[src/rtl/key_schedule_gen_if.sv]
// Bus bundle for key_schedule_gen: key load handshake, cipher-core streams, schedule outputs.
// The rk_addr/rk_data read port exists only when KEY_SCHED_RDPORT_EN is defined.
interface key_schedule_gen_if #(
  parameter int ROUND_NUM  = 32,
  parameter int BLOCK_SIZE = 64,
  parameter int KEY_WORDS  = 2
);
  localparam int RK_W = BLOCK_SIZE * 3 / 4;
  localparam int AW   = (ROUND_NUM > 1) ? $clog2(ROUND_NUM) : 1;

  logic [KEY_WORDS*BLOCK_SIZE-1:0] key;
  logic                            key_valid;
  logic                            key_ready;

  logic [BLOCK_SIZE-1:0]           m_axis_tdata;
  logic                            m_axis_tvalid;
  logic                            m_axis_tready;

  logic [BLOCK_SIZE-1:0]           s_axis_tdata;
  logic                            s_axis_tvalid;
  logic                            s_axis_tready;

  logic [0:ROUND_NUM-1][RK_W-1:0]  round_keys;
  logic                            keys_valid;
  logic                            busy;

`ifdef KEY_SCHED_RDPORT_EN
  logic [AW-1:0]                   rk_addr;
  logic [RK_W-1:0]                 rk_data;

  modport master (
    input  key, key_valid, m_axis_tready, s_axis_tdata, s_axis_tvalid, rk_addr,
    output key_ready, m_axis_tdata, m_axis_tvalid, s_axis_tready,
           round_keys, keys_valid, busy, rk_data
  );
  modport slave (
    output key, key_valid, m_axis_tready, s_axis_tdata, s_axis_tvalid, rk_addr,
    input  key_ready, m_axis_tdata, m_axis_tvalid, s_axis_tready,
           round_keys, keys_valid, busy, rk_data
  );
`else
  modport master (
    input  key, key_valid, m_axis_tready, s_axis_tdata, s_axis_tvalid,
    output key_ready, m_axis_tdata, m_axis_tvalid, s_axis_tready,
           round_keys, keys_valid, busy
  );
  modport slave (
    output key, key_valid, m_axis_tready, s_axis_tdata, s_axis_tvalid,
    input  key_ready, m_axis_tdata, m_axis_tvalid, s_axis_tready,
           round_keys, keys_valid, busy
  );
`endif
endinterface

[src/rtl/key_schedule_gen.sv]
// MacGuffin key-schedule generator: chains each key word through an external cipher core and
// XOR-accumulates the round keys. KEY_SCHED_RDPORT_EN adds a registered round-key read port.
//
// state | meaning
// IDLE  | no schedule yet, key accepted
// SEND  | block offered to cipher core
// WAIT  | waiting for cipher core result
// DONE  | schedule complete and stable, re-key accepted
module key_schedule_gen #(
  parameter int ROUND_NUM  = 32,
  parameter int BLOCK_SIZE = 64,
  parameter int KEY_WORDS  = 2
) (
  input logic                clk,
  input logic                rst_n,
  key_schedule_gen_if.master bus
);
  localparam int RK_W   = BLOCK_SIZE * 3 / 4;
  localparam int KEY_W  = KEY_WORDS * BLOCK_SIZE;
  localparam int CNT_W  = (ROUND_NUM > 1) ? $clog2(ROUND_NUM) : 1;
  localparam int PASS_W = (KEY_WORDS > 1) ? $clog2(KEY_WORDS) : 1;
  localparam logic [CNT_W-1:0]  LAST_CNT  = CNT_W'(ROUND_NUM - 1);
  localparam logic [PASS_W-1:0] LAST_PASS = PASS_W'(KEY_WORDS - 1);

  typedef enum logic [1:0] {ST_IDLE, ST_SEND, ST_WAIT, ST_DONE} state_t;

  state_t                         state_q, state_d;
  logic [KEY_W-1:0]               key_q, key_d;
  logic [PASS_W-1:0]              pass_q, pass_d;
  logic [CNT_W-1:0]               cnt_q, cnt_d;
  logic [BLOCK_SIZE-1:0]          block_q, block_d;
  logic [0:ROUND_NUM-1][RK_W-1:0] rk_q;

  logic                           rk_we;
  logic [RK_W-1:0]                rk_new;
  logic [RK_W-1:0]                rk_wdata;
  logic [PASS_W-1:0]              next_pass;
  logic [BLOCK_SIZE-1:0]          next_word;

  // next_pass wraps so every key word stays addressable by the selector below
  assign next_pass = (pass_q == LAST_PASS) ? '0 : pass_q + PASS_W'(1);

  always_comb begin
    next_word = '0;
    for (int w = 0; w < KEY_WORDS; w++) begin
      if (PASS_W'(w) == next_pass) next_word = key_q[KEY_W-1-w*BLOCK_SIZE -: BLOCK_SIZE];
    end
  end

  assign rk_new   = bus.s_axis_tdata[BLOCK_SIZE-1 -: RK_W];
  assign rk_wdata = (pass_q == '0) ? rk_new : (rk_q[cnt_q] ^ rk_new);

  always_comb begin
    state_d = state_q;
    key_d   = key_q;
    pass_d  = pass_q;
    cnt_d   = cnt_q;
    block_d = block_q;
    rk_we   = 1'b0;
    case (state_q)
      ST_IDLE, ST_DONE: begin
        if (bus.key_valid) begin
          key_d   = bus.key;
          pass_d  = '0;
          cnt_d   = '0;
          block_d = bus.key[KEY_W-1 -: BLOCK_SIZE];
          state_d = ST_SEND;
        end
      end
      ST_SEND: begin
        if (bus.m_axis_tready) state_d = ST_WAIT;
      end
      ST_WAIT: begin
        if (bus.s_axis_tvalid) begin
          rk_we   = 1'b1;
          block_d = bus.s_axis_tdata;
          if (cnt_q != LAST_CNT) begin
            cnt_d   = cnt_q + CNT_W'(1);
            state_d = ST_SEND;
          end else if (pass_q != LAST_PASS) begin
            pass_d  = next_pass;
            cnt_d   = '0;
            block_d = next_word;
            state_d = ST_SEND;
          end else begin
            state_d = ST_DONE;
          end
        end
      end
      default: state_d = ST_IDLE;
    endcase
  end

  always_ff @(posedge clk or negedge rst_n) begin
    if (!rst_n) begin
      state_q <= ST_IDLE;
      key_q   <= '0;
      pass_q  <= '0;
      cnt_q   <= '0;
      block_q <= '0;
      rk_q    <= '0;
    end else begin
      state_q <= state_d;
      key_q   <= key_d;
      pass_q  <= pass_d;
      cnt_q   <= cnt_d;
      block_q <= block_d;
      if (rk_we) rk_q[cnt_q] <= rk_wdata;
    end
  end

  assign bus.key_ready     = (state_q == ST_IDLE) || (state_q == ST_DONE);
  assign bus.m_axis_tvalid = (state_q == ST_SEND);
  assign bus.m_axis_tdata  = block_q;
  assign bus.s_axis_tready = (state_q == ST_WAIT);
  assign bus.busy          = (state_q == ST_SEND) || (state_q == ST_WAIT);
  assign bus.keys_valid    = (state_q == ST_DONE);
  assign bus.round_keys    = rk_q;

`ifdef KEY_SCHED_RDPORT_EN
  logic [RK_W-1:0] rk_data_q;

  always_ff @(posedge clk or negedge rst_n) begin
    if (!rst_n) begin
      rk_data_q <= '0;
    end else if ({1'b0, bus.rk_addr} < (CNT_W+1)'(ROUND_NUM)) begin
      rk_data_q <= rk_q[bus.rk_addr];
    end else begin
      rk_data_q <= '0;
    end
  end

  assign bus.rk_data = rk_data_q;
`endif
endmodule

[src/flat_wrapper.sv]
// flat-port wrapper written by rule: the top's interface ports become plain ports
module key_schedule_gen_flat 
#(
  parameter int ROUND_NUM  = 32,
  parameter int BLOCK_SIZE = 64,
  parameter int KEY_WORDS  = 2
)
  (clk, rst_n, bus_key, bus_key_valid, bus_m_axis_tready, bus_s_axis_tdata, bus_s_axis_tvalid, bus_key_ready, bus_m_axis_tdata, bus_m_axis_tvalid, bus_s_axis_tready, bus_round_keys, bus_keys_valid, bus_busy);
  key_schedule_gen_if #(.ROUND_NUM(ROUND_NUM), .BLOCK_SIZE(BLOCK_SIZE), .KEY_WORDS(KEY_WORDS)) bus_i ();
  input logic clk;
  input logic rst_n;
  input wire logic [$bits(bus_i.key)-1:0] bus_key;
  input wire logic [$bits(bus_i.key_valid)-1:0] bus_key_valid;
  input wire logic [$bits(bus_i.m_axis_tready)-1:0] bus_m_axis_tready;
  input wire logic [$bits(bus_i.s_axis_tdata)-1:0] bus_s_axis_tdata;
  input wire logic [$bits(bus_i.s_axis_tvalid)-1:0] bus_s_axis_tvalid;
  output wire logic [$bits(bus_i.key_ready)-1:0] bus_key_ready;
  output wire logic [$bits(bus_i.m_axis_tdata)-1:0] bus_m_axis_tdata;
  output wire logic [$bits(bus_i.m_axis_tvalid)-1:0] bus_m_axis_tvalid;
  output wire logic [$bits(bus_i.s_axis_tready)-1:0] bus_s_axis_tready;
  output wire logic [$bits(bus_i.round_keys)-1:0] bus_round_keys;
  output wire logic [$bits(bus_i.keys_valid)-1:0] bus_keys_valid;
  output wire logic [$bits(bus_i.busy)-1:0] bus_busy;
  assign bus_i.key = bus_key;
  assign bus_i.key_valid = bus_key_valid;
  assign bus_i.m_axis_tready = bus_m_axis_tready;
  assign bus_i.s_axis_tdata = bus_s_axis_tdata;
  assign bus_i.s_axis_tvalid = bus_s_axis_tvalid;
  assign bus_key_ready = bus_i.key_ready;
  assign bus_m_axis_tdata = bus_i.m_axis_tdata;
  assign bus_m_axis_tvalid = bus_i.m_axis_tvalid;
  assign bus_s_axis_tready = bus_i.s_axis_tready;
  assign bus_round_keys = bus_i.round_keys;
  assign bus_keys_valid = bus_i.keys_valid;
  assign bus_busy = bus_i.busy;
  key_schedule_gen #(.ROUND_NUM(ROUND_NUM), .BLOCK_SIZE(BLOCK_SIZE), .KEY_WORDS(KEY_WORDS)) u_core (.clk(clk), .rst_n(rst_n), .bus(bus_i));
endmodule
[config.mk]
export PLATFORM = sky130hd
export DESIGN_NAME = key_schedule_gen_flat
export DESIGN_NICKNAME = d
export VERILOG_FILES = /design/src/rtl/key_schedule_gen_if.sv /design/src/rtl/key_schedule_gen.sv /design/src/flat_wrapper.sv
export SDC_FILE = /design/constraint.sdc
export NUM_CORES = 2
export LEC_CHECK = 0
export ABC_AREA = 1
export CAP_MARGIN = 25
export CORE_AREA = 2 2 696 698
export DETAILED_ROUTE_END_ITERATION = 10
export DIE_AREA = 0 0 698 700
export GPL_ROUTABILITY_DRIVEN = 0
export PLACE_DENSITY = 0.46
export SLEW_MARGIN = 15
export SYNTH_ARGS = -nofsm -noshare
export SYNTH_HDL_FRONTEND = slang
export SYNTH_SLANG_ARGS = --single-unit
[constraint.sdc]
create_clock -name clk -period 4.48 [get_ports clk]
set_input_delay 0.896 -clock clk [delete_from_list [all_inputs] [get_ports clk]]
set_output_delay 0.896 -clock clk [all_outputs]
set_load 0.005 [all_outputs]
**Word-level counts from Yosys, hierarchy flattened**

Cells that the tools add are included.

- Register bits: 1,736
- Input port bits: 197
- Output and inout bits: 1,605

- Add/sub/neg operators: 2
- Order comparisons: 2
- Equality and inequality tests: 9
- Muxes and demuxes: 32
- Bitwise operators: 2
- Reductions and logical operators: 11

Operator list:

| kind | count |
|---|---|
| 1536-bit bitwise mux | 1 |
| 64-bit two-way mux | 5 |
| 48-bit binary-select mux with 5-bit select | 1 |
| 48-bit demux with 5-bit select | 1 |
| 48-bit two-way mux | 4 |
| 64-bit case mux with 2 select lines | 1 |
| 48-bit bitwise XOR | 1 |
| 5-bit two-way mux | 4 |
| 2-bit two-way mux | 5 |
| 5-bit case mux with 2 select lines | 1 |
| 2-bit != test, second input constant | 4 |
| 4-bit AND reduction | 2 |
| 1-bit two-way mux | 7 |
| 6-bit >= comparator, second input constant | 1 |
| 6-bit by 1-bit < comparator with 1-bit output, second input constant | 1 |
| 5-bit NOT with 6-bit output | 1 |
| 2-bit case mux with 3 select lines | 1 |
| 3-bit AND reduction | 2 |
| 5-bit by 1-bit adder with 5-bit output, second input constant | 1 |
| 5-bit != test, second input constant | 1 |
| 2-bit equality test, second input constant | 2 |
| 3-bit != test, second input constant | 1 |
| 2-bit by 1-bit equality test with 1-bit output, second input constant | 1 |
| 2-bit logical NOT | 1 |
| other kinds (7) | 8 |

**Depth between registers and ports, before layout**

- Depth in word-level cells: 7
- Depth in mapped cells: 18

**Worst setup path after synthesis**

Ideal clock, no wire load.

- Path type: flip-flop to flip-flop
- From: register u_core.cnt_q[1]
- To: register u_core.rk_q, in the netlist u_core.bus.round_keys[709]
- Setup time: 0.066 ns
- Arrival: 2.336 ns
- Data required time: 4.414 ns
- Slack: 2.079 ns
- Stages on the path, launching flop included: 12
- Path buffers: 5
- Clock period less this slack: 2.401 ns
- Cell sequence: dfrtp_1 > buf_2 > inv_2 > buf_2 > buf_1 > ha_1 > nand2_1 > nor2_1 > buf_2 > clkbuf_1 > nand2_1 > nand2_1

- Word-level cells in the longest chain between the ends: 7

RTL lines:

| what | line | text |
|---|---|---|
| from (decl) | key_schedule_gen.sv:30 | `logic [CNT_W-1:0] cnt_q, cnt_d;` |
| from (signal assigned) | key_schedule_gen.sv:106 | `cnt_q <= cnt_d;` |
| 5-bit NOT with 6-bit output (not written as such) * | key_schedule_gen.sv:51, key_schedule_gen.sv:108 |  |
| 48-bit binary-select mux with 5-bit select | key_schedule_gen.sv:51 | `assign rk_wdata = (pass_q == '0) ? rk_new : (rk_q[cnt_q] ^ rk_new);` |
| 48-bit two-way mux (not written as such) (2 in series) | key_schedule_gen.sv:51 |  |
| 48-bit bitwise XOR | key_schedule_gen.sv:51 |  |
| 48-bit two-way mux | key_schedule_gen.sv:51 |  |
| 1536-bit bitwise mux * | key_schedule_gen.sv:108 | `if (rk_we) rk_q[cnt_q] <= rk_wdata;` |
| to (signal, indexed assignment) | key_schedule_gen.sv:108 |  |
| to (decl) | key_schedule_gen.sv:32 | `logic [0:ROUND_NUM-1][RK_W-1:0] rk_q;` |

Every way passes the cells marked *; elsewhere a longest branch is shown, timed or not. The select of a mux whose other input is x is not followed.
A chain may end at the register's enable or synchronous reset.

**Worst setup path in the final report**

- From: register u_core.cnt_q[0]
- To: register u_core.rk_q, in the netlist u_core.bus.round_keys[1009]

The elaborated chain is that of the path after synthesis.

==> flow_summary.yaml <==
run_status:
  status: "finished, violations left"
  violations: "negative setup slack"
clock_network:
  cts_post_setup_buffers_inserted: 0
  cts_inserted_buffers: 223
  cts-hold-fix-buffers: 1
  cts_root_buf: "clkbuf_16"
  cts-resized-gates: 0
  clockBufferDepth: 4
  clk_pin_slew_worst_paths_ns: 0.06
  clock-sinks: 1672
  clkLatencyLatePin_ns: 0.99
  htreeDepth: 4
  tritoncts: "done"
floorplan:
  die_y_um: 700
  dieArea_um2: 488600
  core-area_um2: 481100
  num_rows: 255
  initial_core_util: 0.1785
  pin_count: 1802
  die_w_um: 698
sta:
  setup_slack_ns: -0.01193
  setup_viol: 4
  timing.fmax_mhz: 222.6
  tightest_slew_ns: 1.115
  final-hold-violation-count: 0
  rsz0062_at_grt: "false"
  fin_crit_sh: 1.003
  min_period_ns: 4.492
  maxSlewHeadroom: 0.2568
  fin_worst_skew_ns: 0.08428
  slew_viol_final: 0
synthesis:
  synth.area.top_cells: "dfrtp_1, nand2_1, inv_1"
  seq_area_frac_synth: 0.4872
  synth.largest_area_cell: "dfrtp_1"
  synth_top_area_share: 0.4872
  yosys_register_bits: 1672
  synth_top_family_by_area: "simple AND/OR/NAND/NOR gates"
  synth-xor-area-share: 0.0001020
  synth_fa_ha_area_frac: 0.001166
  syn_nets: 12910
  synth_cell_types: 26
  synth_area_per_cell_um2: 6.762
  synthSimpleGateAreaFrac: 0.3769
  synth.area.mux_share: 0.008392
  postSynthCellCount: 12700
  yosysWarnings: 0
  synth_area_um2: 85880
  synth_compound_area_frac: 0.01707
drt:
  drc: 0
  viasPerCell: 4.297
  drtAntennaViolNets: 0
  drtIter0Drc: 9982
  first_pass_iters: 9
  wire_per_inst_um: 29.83
  via_count: 89570
  routed_wl_um: 621700
place:
  dp.cells: 20390
  port_buffers: 1801
  pre_cts_slack_ns: 0.1580
  dpl.hpwl_um: 471500
final_layout:
  multi_input_comb_area_um2: 35050
  drive_gt1_frac: 0.05899
  n_fill_cell: 53240
  seqCellArea_um2: 41850
  areaGrowthSynthToFinish_pct: 39.95
  stdcell_count: 20840
  finalNetCount: 14400
worst_setup_path:
  crit_type: "reg -> reg"
  crit_top_cell: "nand2_1"
  cp-startpoint: "u_core.cnt_q[0]"
  end_kind: "flip-flop"
  cp_cell_sequence: "buf_12 -> buf_12 -> nand2_1 -> nand3_1 -> nand2_1 -> nand2_1 -> nand2_1 -> nor2_1 -> nand2_1 -> nand2_1 -> nand2_1 -> nand2_4 -> buf_12 -> nand2_1 -> nand2_1"
  crit_path_top_delay_cell: "nor2_1"
  arrival_ns: 5.37
  cp-start-kind: "flip-flop"
  required_ns: 5.36
  r2r_start: "u_core.cnt_q[0]"
  rrSetupSlack_ns: -0.01
  critical-path-max-stage-delay_ns: 0.84
  cp_max_fo: 100
global_routing:
  grt_overflow: 0
  grt_max_degree: 125
  antenna_found_initial: 96
  grt_pass1_wl_um: 814700
  track_usage: 0.2450
  grt_pass1_vias: 82690
min_path:
  worstHoldPathType: "reg -> reg"
  hold_path.startpoint: "u_core.key_q[4]"
power:
  p_per_area_nw_per_um2: 433.0
  ir_drop_uv: 304.1
  leakage_nw: 60.93
job:
  cap_violations: 0
flip-flops by register name, indices dropped and copies added, names as in the netlist:
signal / count
u_core.state_q: 2
u_core.cnt_q: 5
u_core.pass_q: 1
u_core.key_q: 64
u_core.bus.m_axis_tdata: 64
u_core.bus.round_keys: 1536
metrics by stage:
stage | util | setup TNS [ns] | hold WS (ns) | power [mW] | area [µm²]
after floorplan | - | 0 | 0.4740 | 24.43 | 85880
after global routing | 0.2497 | 0 | 0.4939 | 54.39 | 120100
after CTS | 0.2496 | 0 | 0.4455 | 52.38 | 120100
after detailed placement | 0.2337 | 0 | 0.4873 | 32.87 | 112400
after global placement | 0.2337 | 0 | 0.4816 | 32.83 | 112400
final | 0.2498 | -0.02499 | 0.4985 | 52.05 | 120200
routing by layer:
layer | share of wire | global-route usage | vias up
met2 | 0.41 | 0.3538 | 4306
met4 | 0.064 | 0.1317 | 4
met1 | 0.43 | 0.3276 | 43870
met5 | 0.000042 | 0 | -
met3 | 0.093 | 0.07134 | 852
li1 | - | - | 40540
worst paths after layout:
check	endpoint	cells past startpoint
max in group asynchronous	u_core.bus.round_keys[1412]	3
setup / recovery	u_core.bus.round_keys[1009]	15
hold reg to reg	u_core.key_q[4]	1
hold / removal	u_core.key_q[4]	1
min in group asynchronous	u_core.bus.round_keys[783]	2
setup reg to reg	u_core.bus.round_keys[1009]	15
kinds of logic after synthesis:
family          Yosys count
xor+xnor                  1
buf+inv                2367
fa+ha+maj                 8
simple gates           8336
compound gates          252
mux                      64
flops                  1672
cell usage in the layout (no fill, tap or decap), types with 17 or more instances in the layout:
cell / netlist / final
clkdlybuf4s50_1: 0 / 1800
buf_4: 14 / 174
clkinv_2: 0 / 51
diode_2: 0 / 42
nor2_1: 128 / 114
nand2_1: 7403 / 7365
bufinv_16: 0 / 17
nand2_2: 0 / 27
inv_2: 42 / 20
a22oi_1: 65 / 65
clkbuf_1: 376 / 43
nand3_1: 773 / 773
clkbuf_16: 0 / 225
clkbuf_8: 0 / 62
o21ai_0: 120 / 120
dfrtp_1: 1672 / 1669
mux2_2: 64 / 64
buf_12: 0 / 114
a21oi_1: 50 / 50
nor2_4: 0 / 33
inv_1: 1502 / 1500
power breakdown:
| group | internal (mW) | switching, mW | total, mW |
|---|---|---|---|
| Combinational | 5.06 | 10.3 | 15.3 |
| Sequential | 16.3 | 1.08 | 17.4 |
| Clock | 11.2 | 8.13 | 19.4 |
cells in the mapped netlist, drive strengths merged:
cell type / number
a21oi: 50
a22oi: 65
buf: 444
clkbuf: 376
clkinv: 1
dfrtp: 1672
ha: 8
inv: 1546
mux2: 64
nand2: 7403
nand3: 773
nor2: 148
nor3: 10
o211ai: 1
o21ai: 120
o31ai: 16
or2: 2
xor2: 1
worst max-delay path: cells and delay by family (launching register included):
| kind | cells | cell delay [ns] |
|---|---|---|
| AND/OR/NAND/NOR | 12 | 2.84 |
| buffers and inverters | 3 | 0.87 |
| flip-flops | 1 | 0.48 |
layout make-up:
| type | count | area share |
|---|---|---|
| Antenna cell | 42 | 0.0008744 |
| Clock buffer | 330 | 0.05529 |
| Clock inverter | 76 | 0.008286 |
| Inverter | 1547 | 0.04874 |
| Multi-Input combinational cell | 8661 | 0.2917 |
| Sequential cell | 1672 | 0.3482 |
| Tap cell | 6425 | 0.06688 |
| Timing Repair Buffer | 2090 | 0.1801 |
Power figures use the tool's default switching activity.
